### src/rtl/dbg_stream_loader.sv
// dbg_stream_loader: turns a framed byte stream into writes on the SoC debug
// memory port and holds the CPU in reset while a load is in progress.
// Frame: SYNC, ADDR (LE), COUNT (LE), COUNT words of data (LE) [, checksum].
// COUNT == 0 is the run command and releases cpu_n_reset.
// Optional: define DBG_STREAM_LOADER_CHECKSUM_EN to append and verify an
// 8-bit zero-sum checksum byte per frame (adds the CSUM/ERR states).
module dbg_stream_loader #(
    parameter int unsigned ADDR_W    = 32,
    parameter int unsigned DATA_W    = 32,
    parameter int unsigned CNT_W     = 16,
    parameter int unsigned WR_CYCLES = 4,
    parameter logic [7:0]  SYNC      = 8'hA5
) (
    input  logic                clk,
    input  logic                reset,
    input  logic                in_valid,
    input  logic [7:0]          in_data,
    output logic                in_ready,
    output logic                cpu_n_reset,
    output logic                dbg_mem_op,
    output logic [DATA_W/8-1:0] dbg_wren,
    output logic [ADDR_W-1:0]   dbg_adr,
    output logic [DATA_W-1:0]   dbg_do,
    output logic                busy,
    output logic                err
);

    localparam int unsigned BYTES     = DATA_W / 8;
    localparam logic [7:0]  ADDR_LAST = 8'(ADDR_W / 8 - 1);
    localparam logic [7:0]  CNT_LAST  = 8'(CNT_W / 8 - 1);
    localparam logic [7:0]  DATA_LAST = 8'(BYTES - 1);
    localparam logic [15:0] WC_LAST   = 16'(WR_CYCLES - 1);

    typedef enum logic [2:0] {
        S_IDLE,
        S_ADDR,
        S_CNT,
        S_DATA,
        S_WRITE,
        S_RUN
`ifdef DBG_STREAM_LOADER_CHECKSUM_EN
        , S_CSUM,
        S_ERR
`endif
    } state_t;

    state_t              state_q, state_d;
    logic [7:0]          byte_cnt_q, byte_cnt_d;
    logic [15:0]         wcyc_q, wcyc_d;
    logic [ADDR_W-1:0]   adr_q, adr_d;
    logic [DATA_W-1:0]   do_q, do_d;
    logic [CNT_W-1:0]    cnt_q, cnt_d;
    logic                cpu_n_reset_q, cpu_n_reset_d;
    logic                busy_q, busy_d;
`ifdef DBG_STREAM_LOADER_CHECKSUM_EN
    logic [7:0]          csum_q, csum_d;
    logic [7:0]          csum_nxt;
    logic                run_q, run_d;
    logic                err_q, err_d;
`endif

    logic                accept;
    logic [CNT_W-1:0]    cnt_shift;

    assign accept    = in_valid & in_ready;
    assign cnt_shift = CNT_W'({in_data, cnt_q} >> 8);

    // Port outputs decode straight from registers so an async reset clears them at once
    assign in_ready    = (state_q != S_WRITE) && (state_q != S_RUN);
    assign dbg_mem_op  = (state_q == S_WRITE);
    assign dbg_wren    = {BYTES{dbg_mem_op}};
    assign dbg_adr     = adr_q;
    assign dbg_do      = do_q;
    assign cpu_n_reset = cpu_n_reset_q;
    assign busy        = busy_q;
`ifdef DBG_STREAM_LOADER_CHECKSUM_EN
    assign err         = err_q;
    assign csum_nxt    = csum_q + in_data;
`else
    assign err         = 1'b0;
`endif

    // State and datapath registers
    always_ff @(posedge clk or posedge reset) begin
        if (reset) begin
            state_q       <= S_IDLE;
            byte_cnt_q    <= '0;
            wcyc_q        <= '0;
            adr_q         <= '0;
            do_q          <= '0;
            cnt_q         <= '0;
            cpu_n_reset_q <= 1'b0;
            busy_q        <= 1'b0;
`ifdef DBG_STREAM_LOADER_CHECKSUM_EN
            csum_q        <= '0;
            run_q         <= 1'b0;
            err_q         <= 1'b0;
`endif
        end else begin
            state_q       <= state_d;
            byte_cnt_q    <= byte_cnt_d;
            wcyc_q        <= wcyc_d;
            adr_q         <= adr_d;
            do_q          <= do_d;
            cnt_q         <= cnt_d;
            cpu_n_reset_q <= cpu_n_reset_d;
            busy_q        <= busy_d;
`ifdef DBG_STREAM_LOADER_CHECKSUM_EN
            csum_q        <= csum_d;
            run_q         <= run_d;
            err_q         <= err_d;
`endif
        end
    end

    // Frame parser: next-state and datapath updates
    always_comb begin
        state_d       = state_q;
        byte_cnt_d    = byte_cnt_q;
        wcyc_d        = wcyc_q;
        adr_d         = adr_q;
        do_d          = do_q;
        cnt_d         = cnt_q;
        cpu_n_reset_d = cpu_n_reset_q;
        busy_d        = busy_q;
`ifdef DBG_STREAM_LOADER_CHECKSUM_EN
        csum_d        = csum_q;
        run_d         = run_q;
        err_d         = err_q;
        if (accept && (state_q == S_ADDR || state_q == S_CNT || state_q == S_DATA))
            csum_d = csum_nxt;
`endif

        case (state_q)
            S_IDLE: begin
                if (accept && in_data == SYNC) begin
                    state_d       = S_ADDR;
                    busy_d        = 1'b1;
                    cpu_n_reset_d = 1'b0;
                    byte_cnt_d    = '0;
`ifdef DBG_STREAM_LOADER_CHECKSUM_EN
                    csum_d        = '0;
                    err_d         = 1'b0;
`endif
                end
            end
            S_ADDR: begin
                if (accept) begin
                    adr_d = ADDR_W'({in_data, adr_q} >> 8);
                    if (byte_cnt_q == ADDR_LAST) begin
                        byte_cnt_d = '0;
                        state_d    = S_CNT;
                    end else begin
                        byte_cnt_d = byte_cnt_q + 8'd1;
                    end
                end
            end
            S_CNT: begin
                if (accept) begin
                    cnt_d = cnt_shift;
                    if (byte_cnt_q == CNT_LAST) begin
                        byte_cnt_d = '0;
                        if (cnt_shift == '0) begin
`ifdef DBG_STREAM_LOADER_CHECKSUM_EN
                            run_d         = 1'b1;
                            state_d       = S_CSUM;
`else
                            state_d       = S_RUN;
                            cpu_n_reset_d = 1'b1;
                            busy_d        = 1'b0;
`endif
                        end else begin
`ifdef DBG_STREAM_LOADER_CHECKSUM_EN
                            run_d   = 1'b0;
`endif
                            state_d = S_DATA;
                        end
                    end else begin
                        byte_cnt_d = byte_cnt_q + 8'd1;
                    end
                end
            end
            S_DATA: begin
                if (accept) begin
                    do_d = DATA_W'({in_data, do_q} >> 8);
                    if (byte_cnt_q == DATA_LAST) begin
                        byte_cnt_d = '0;
                        wcyc_d     = '0;
                        state_d    = S_WRITE;
                    end else begin
                        byte_cnt_d = byte_cnt_q + 8'd1;
                    end
                end
            end
            S_WRITE: begin
                if (wcyc_q == WC_LAST) begin
                    adr_d = adr_q + ADDR_W'(BYTES);
                    cnt_d = cnt_q - CNT_W'(1);
                    if (cnt_q == CNT_W'(1)) begin
`ifdef DBG_STREAM_LOADER_CHECKSUM_EN
                        state_d = S_CSUM;
`else
                        state_d = S_IDLE;
                        busy_d  = 1'b0;
`endif
                    end else begin
                        state_d = S_DATA;
                    end
                end else begin
                    wcyc_d = wcyc_q + 16'd1;
                end
            end
            S_RUN: begin
                state_d = S_IDLE;
            end
`ifdef DBG_STREAM_LOADER_CHECKSUM_EN
            S_CSUM: begin
                if (accept) begin
                    busy_d = 1'b0;
                    if (csum_nxt == 8'd0) begin
                        if (run_q) begin
                            state_d       = S_RUN;
                            cpu_n_reset_d = 1'b1;
                        end else begin
                            state_d = S_IDLE;
                        end
                    end else begin
                        state_d       = S_ERR;
                        err_d         = 1'b1;
                        cpu_n_reset_d = 1'b0;
                    end
                end
            end
            S_ERR: begin
                if (accept && in_data == SYNC) begin
                    state_d       = S_ADDR;
                    busy_d        = 1'b1;
                    cpu_n_reset_d = 1'b0;
                    byte_cnt_d    = '0;
                    csum_d        = '0;
                    err_d         = 1'b0;
                end
            end
`endif
            default: begin
                state_d = S_IDLE;
            end
        endcase
    end

endmodule

### config.mk
export PLATFORM = sky130hd
export DESIGN_NAME = dbg_stream_loader
export DESIGN_NICKNAME = d
export VERILOG_FILES = /design/src/rtl/dbg_stream_loader.sv
export SDC_FILE = /design/constraint.sdc
export NUM_CORES = 1
export LEC_CHECK = 0
export CORE_ASPECT_RATIO = 1.25
export CORE_MARGIN = 4
export CORE_UTILIZATION = 59
export CTS_CLUSTER_DIAMETER = 150
export DETAILED_ROUTE_END_ITERATION = 7
export PLACE_DENSITY = 0.94
export SLEW_MARGIN = 20
export SYNTH_ARGS = -nofsm -noshare
export SYNTH_HDL_FRONTEND = slang
export SYNTH_SLANG_ARGS = --single-unit
### constraint.sdc
create_clock -name clk -period 7.4 [get_ports clk]
set_input_delay 1.11 -clock clk [delete_from_list [all_inputs] [get_ports clk]]
set_output_delay 1.11 -clock clk [all_outputs]
set_load 0.05 [all_outputs]
# Word-level counts from Yosys, hierarchy flattened
# Cells that the tools add are included.
dict set report classes {
  addsub 4
  n_eq_ne 23
  n_mux 39
  bitwise_logic 1
  n_reduce_logical 19
}
# cell count
set op_table {}
lappend op_table {{16-bit 2-to-1 mux} 5}
lappend op_table {{32-bit 2-to-1 mux} 2}
lappend op_table {{16-bit one-hot mux with 2 select lines} 2}
lappend op_table {{32-bit one-hot mux with 2 select lines} 1}
lappend op_table {{8-bit 2-to-1 mux} 5}
lappend op_table {{32-bit by 3-bit adder with 32-bit output (second input constant)} 1}
lappend op_table {{3-bit 2-to-1 mux} 9}
lappend op_table {{8-bit one-hot mux with 3 select lines} 1}
lappend op_table {{2-bit inequality test (second input constant)} 9}
lappend op_table {{16-bit by 1-bit adder with 16-bit output (second input constant)} 1}
lappend op_table {{16-bit by 1-bit equality test with 1-bit output (second input constant)} 1}
lappend op_table {{16-bit by 2-bit equality test with 1-bit output (second input constant)} 1}
lappend op_table {{16-bit logical NOT} 1}
lappend op_table {{16-bit by 1-bit subtractor with 16-bit output (second input constant)} 1}
lappend op_table {{3-bit one-hot mux with 5 select lines} 1}
lappend op_table {{1-bit 2-to-1 mux} 10}
lappend op_table {{8-bit by 1-bit adder with 8-bit output (second input constant)} 1}
lappend op_table {{8-bit by 1-bit equality test with 1-bit output (second input constant)} 1}
lappend op_table {{8-bit by 2-bit equality test with 1-bit output (second input constant)} 1}
lappend op_table {{8-bit equality test (second input constant)} 1}
lappend op_table {{4-bit AND reduction} 2}
lappend op_table {{8-bit AND reduction} 1}
lappend op_table {{2-bit nonzero test} 4}
lappend op_table {{7-bit AND reduction} 1}
lappend op_table {{other kinds (16)} 23}
dict set report totals {
  reg_bits 109
  input_bits 11
  output_inout_bits 73
  word_cells 94
}

# Longest topological paths before layout
dict set report logic_depth {
  depth_word 6
  ltp_mapped 9
  ltp_nobuf 7
}

# Least setup slack after synthesis
# OpenSTA, ideal clock, no wires.
dict set report synth_path {
  path_kind {flip-flop to output port}
  from {reg state_q[1]}
  to {out dbg_wren[0]}
  t_arrival_ns 1.956
  required_ns 6.290
  path_slack_ns 4.334
  stages_incl_launch_ff 8
  path_buffers 5
  path_cell_list {dfrtp_1 or3b_1 buf_2 inv_1 buf_2 buf_2 buf_2 buf_4}
}
dict set report synth_via {
  elab_chain_cells 1
}
# item line_no
set synth_rtl {}
lappend synth_rtl {{start, declared} 47} ;# state_t state_q, state_d;
lappend synth_rtl {{start signal, assigned} 100} ;# state_q <= state_d;
lappend synth_rtl {{3-bit equality test} 70} ;# assign dbg_mem_op = (state_q == S_WRITE);
lappend synth_rtl {{end, declared} 21} ;# output logic [DATA_W/8-1:0] dbg_wren,
# Every way passes these cells.

# Worst setup path in the final report
dict set report layout_path {
  from {reg state_q[2]}
  to {out dbg_mem_op}
}
dict set report layout_via {
  elab_chain_cells 1
}
# item line_no
set layout_rtl {}
lappend layout_rtl {{3-bit equality test} 70}
lappend layout_rtl {{end, declared} 20} ;# output logic dbg_mem_op,
# Every way passes these cells.

==> summary.md <==
| Metric | Value |
|---|---|
| Outcome | finished, final reports clean |
| Dpl hpwl | 10,800 um |
| Max_slew headroom | 28.9% |
| CTS tree | built |
| Int Pwr | 1.76 mW |
| Sw frac | 49.1% |
| Share of layout cells above drive strength 1 | 9.87% |
| Drt drc | 0 |
| Worst hold slack | 491 ps |
| Clock network fraction of total power | 14.2% |
| Final #Nets | 691 |
| Pre-CTS setup slack | 3140 ps |
| GRT Total Usage | 28.3% |
| Core area | 0.00961 mm2 |
| Top cells by area, synth | dfrtp_1 (47%), mux2_2 (7.0%), o21ai_0 (4.7%) |
| Clock skew | 7.78 ps |
| Max Fclk | 210 MHz |
| Async set-reset flop share out of synthesis | 100% |
| Dpl cells | 789 |
| Setup violators final | 0 |
| Area share of the largest cell type after synthesis | 46.8% |
| Cell count of the worst reg-to-reg path | 7 |
| Predominant post-synthesis flop cell | dfrtp_1 |
| WL/cell | 20.0 um |
| Hold Vio Cnt, Final | 0 |
| Synth unique cells | 58 |
| Initial antenna violation count | 0 |
| Clk root buf | clkbuf_16 |
| Area post-placement | 0.00666 mm2 |
| Drt pass-1 iters | 6 |
| DIE HEIGHT | 119 um |
| Vias in the first global route | 5,486 |
| First-pass GRT wire length | 26,900 um |
| Worst Hold Class | flip-flop to flip-flop |
| Share of power burned in registers | 34.5% |
| Postcts setup bufs | 0 |
| Number of flops mapped to enable cells by yosys | 0 |
| Area Growth Syn to Fin | 19.5% |
| Die ar. | 0.0115 mm2 |
| Routed Antenna Nets | 0 |
| H-tree Lvls | 3 |
| I/O Pins | 84 |
| DRT iter0 DRCs | 570 |
| Net Sw Power | 1.69 mW |
| Max-Cap Viols | 0 |
| Diodes inserted | 0 |
| Util after Layout | 72.4% |
| Yosys warning count | 0 |
| Pwr Density | 496 mW/mm2 |
| Critical path type | flip-flop to primary output |
| Cts hold-fix bufs | 0 |
| Initial Utilization | 60.6% |
| Total Routed Length | 16,100 um |
| Synth Register Bits | 109 |
| Die width | 96.9 um |
| Final instance area | 0.00696 mm2 |
| Syn nets | 635 |
| Skew-Pair Late Insertion Delay | 350 ps |
| Leak | 2.73 nW |
| Syn Area/Cell | 9.42 um2 |
| Row count | 40 |
| TritonCTS Sinks | 109 |
| Tmin final | 4770 ps |
| Clock buffer depth | 2 |
| Sequential area share after synthesis | 46.8% |
| GPL Wtd Cong | 0.949 |
| RSZ-0062 raised after global routing | no |
| DR vias | 5,458 |
| Combinational share of power | 51.3% |
| Gr ovfl total | 0 |
| Largest net degree at the start of global routing | 62 |
| Post-cts resize count | 0 |
| CP Capture Type | primary output |
| Mapped cell area | 0.00582 mm2 |
| Worst R2R Setup Slack | 4160 ps |
| # port buffers | 82 |
| PnR Total Power | 3.45 mW |
| Final-layout fill cell count | 643 |
| Clock transition at path regs | 70 ps |
| Final worst-path cycle share | 64.5% |
| Critical Path Start Type | flip-flop |
| Max FO, Critical Path | 60 |
| Post-route setup TNS | 0 ps |
| R2R Path End | dbg_adr[30] |
| Yosys top cell by area | dfrtp_1 |
| Slew Viols, Final | 0 |
| Actual slew at the worst max-slew pin | 1060 ps |
| Vias per Instance | 6.78 |
| Finished Layout Cells | 805 |
| Synth Instances | 618 |
| Worst Path Arrival | 3660 ps |
| CP startpoint | state_q[2] |
| WP data required | 6290 ps |
| CTS Buf Count | 9 |
| Reg-to-Reg Start | state_q[2] |
| Worst VDD drop | 0.347 mV |
| Final worst slack | 2630 ps |
| Worst setup path endpoint | dbg_mem_op |
[power by group through the flow]
stage                     Combinational [mW]  Sequential [mW]  Clock (mW)
after floorplan                        0.716             1.63           0
after global placement                  1.69             1.15           0
after detailed placement                1.75             1.18           0
after CTS                               1.77             1.17       0.491
after global routing                    1.88             1.23       0.518
final                                   1.77             1.19       0.490
[cell type report]
cell class	instances	area [um2]	area share (%)
multi-input cells	452	2850	41.0
well taps	126	158	2.26
repair buffers	88	866	12.4
clock inverters	5	60.1	0.863
inverters	14	55.1	0.791
clock buffers	11	243	3.49
flip-flops and latches	109	2730	39.2
[cell families after synthesis]
kind of cell    Yosys count  synth area share, %
other cells               1               0.0644
simple gates            207                 18.8
compound gates          195                 20.7
buf+inv                  57                 4.25
flops                   109                 46.8
fa+ha+maj                 6                 1.29
xor+xnor                  6                0.902
mux                      37                 7.13
[cells in the mapped netlist, drive strengths merged, types with 2 or more instances]
master / n
nand2: 47
and2: 3
inv: 14
o21a: 2
buf: 23
o22ai: 17
nand2b: 4
o31ai: 9
ha: 6
a22oi: 6
and4: 5
mux2: 36
or2: 3
nor2b: 2
o2bb2ai: 2
nand3b: 3
a2bb2oi: 16
nor3b: 2
nor2: 32
a31oi: 7
nor4: 15
a21oi: 54
a21o: 2
nor3: 12
o211ai: 3
nor4b: 4
nand3: 35
or3: 7
o22a: 3
clkbuf: 20
dfrtp: 109
xor2: 5
o32ai: 5
and3: 9
o31a: 3
or4: 5
o21ai: 56
nand4: 17
[placed cells by master (no fill, tap or decap), types with 6 or more instances in the layout]
cell,n
nor4_1,13
nand3_1,35
a2bb2oi_1,16
clkdlybuf4s50_1,82
o22ai_1,17
a22oi_1,6
nand4_1,17
o21ai_0,55
ha_1,6
a31oi_1,7
dfrtp_1,109
nor2_1,32
mux2_2,36
and3_1,9
or3_1,7
a21oi_1,54
inv_1,12
nor3_1,12
o31ai_1,9
nand2_1,47
clkbuf_16,9
buf_4,6
[critical path, stage by stage (launching register included)]
cell             delay [ps]
dfrtp_1                 570
or3b_1                  430
buf_4                   290
inv_2                   490
buf_4                   580
clkdlybuf4s50_1         910
[routing by layer]
metal	part of all wire, %	routed length, um	track usage [%]
met1	36	5840	34.0
met2	51	8260	48.0
met3	7.4	1200	4.92
met4	5.0	799	15.7
met5	0	0	0
[how the worst min path moves through the flow]
stage	from	to	slack [ps]	cells after the start
5_1_grt	byte_cnt_q[7]	byte_cnt_q[7]	510	1
4_1_cts	byte_cnt_q[7]	byte_cnt_q[7]	490	1
2_1_floorplan	byte_cnt_q[7]	byte_cnt_q[7]	450	1
6_report	byte_cnt_q[7]	byte_cnt_q[7]	490	1
3_3_place_gp	byte_cnt_q[7]	byte_cnt_q[7]	470	1
3_5_place_dp	byte_cnt_q[7]	byte_cnt_q[7]	480	1
[flip-flops by register name, indices dropped and copies added (netlist names)]
signal,flops
busy,1
byte_cnt_q,8
cnt_q,16
cpu_n_reset,1
dbg_adr,32
dbg_do,32
state_q,3
wcyc_q,16
(Power assumes the default switching activity.)
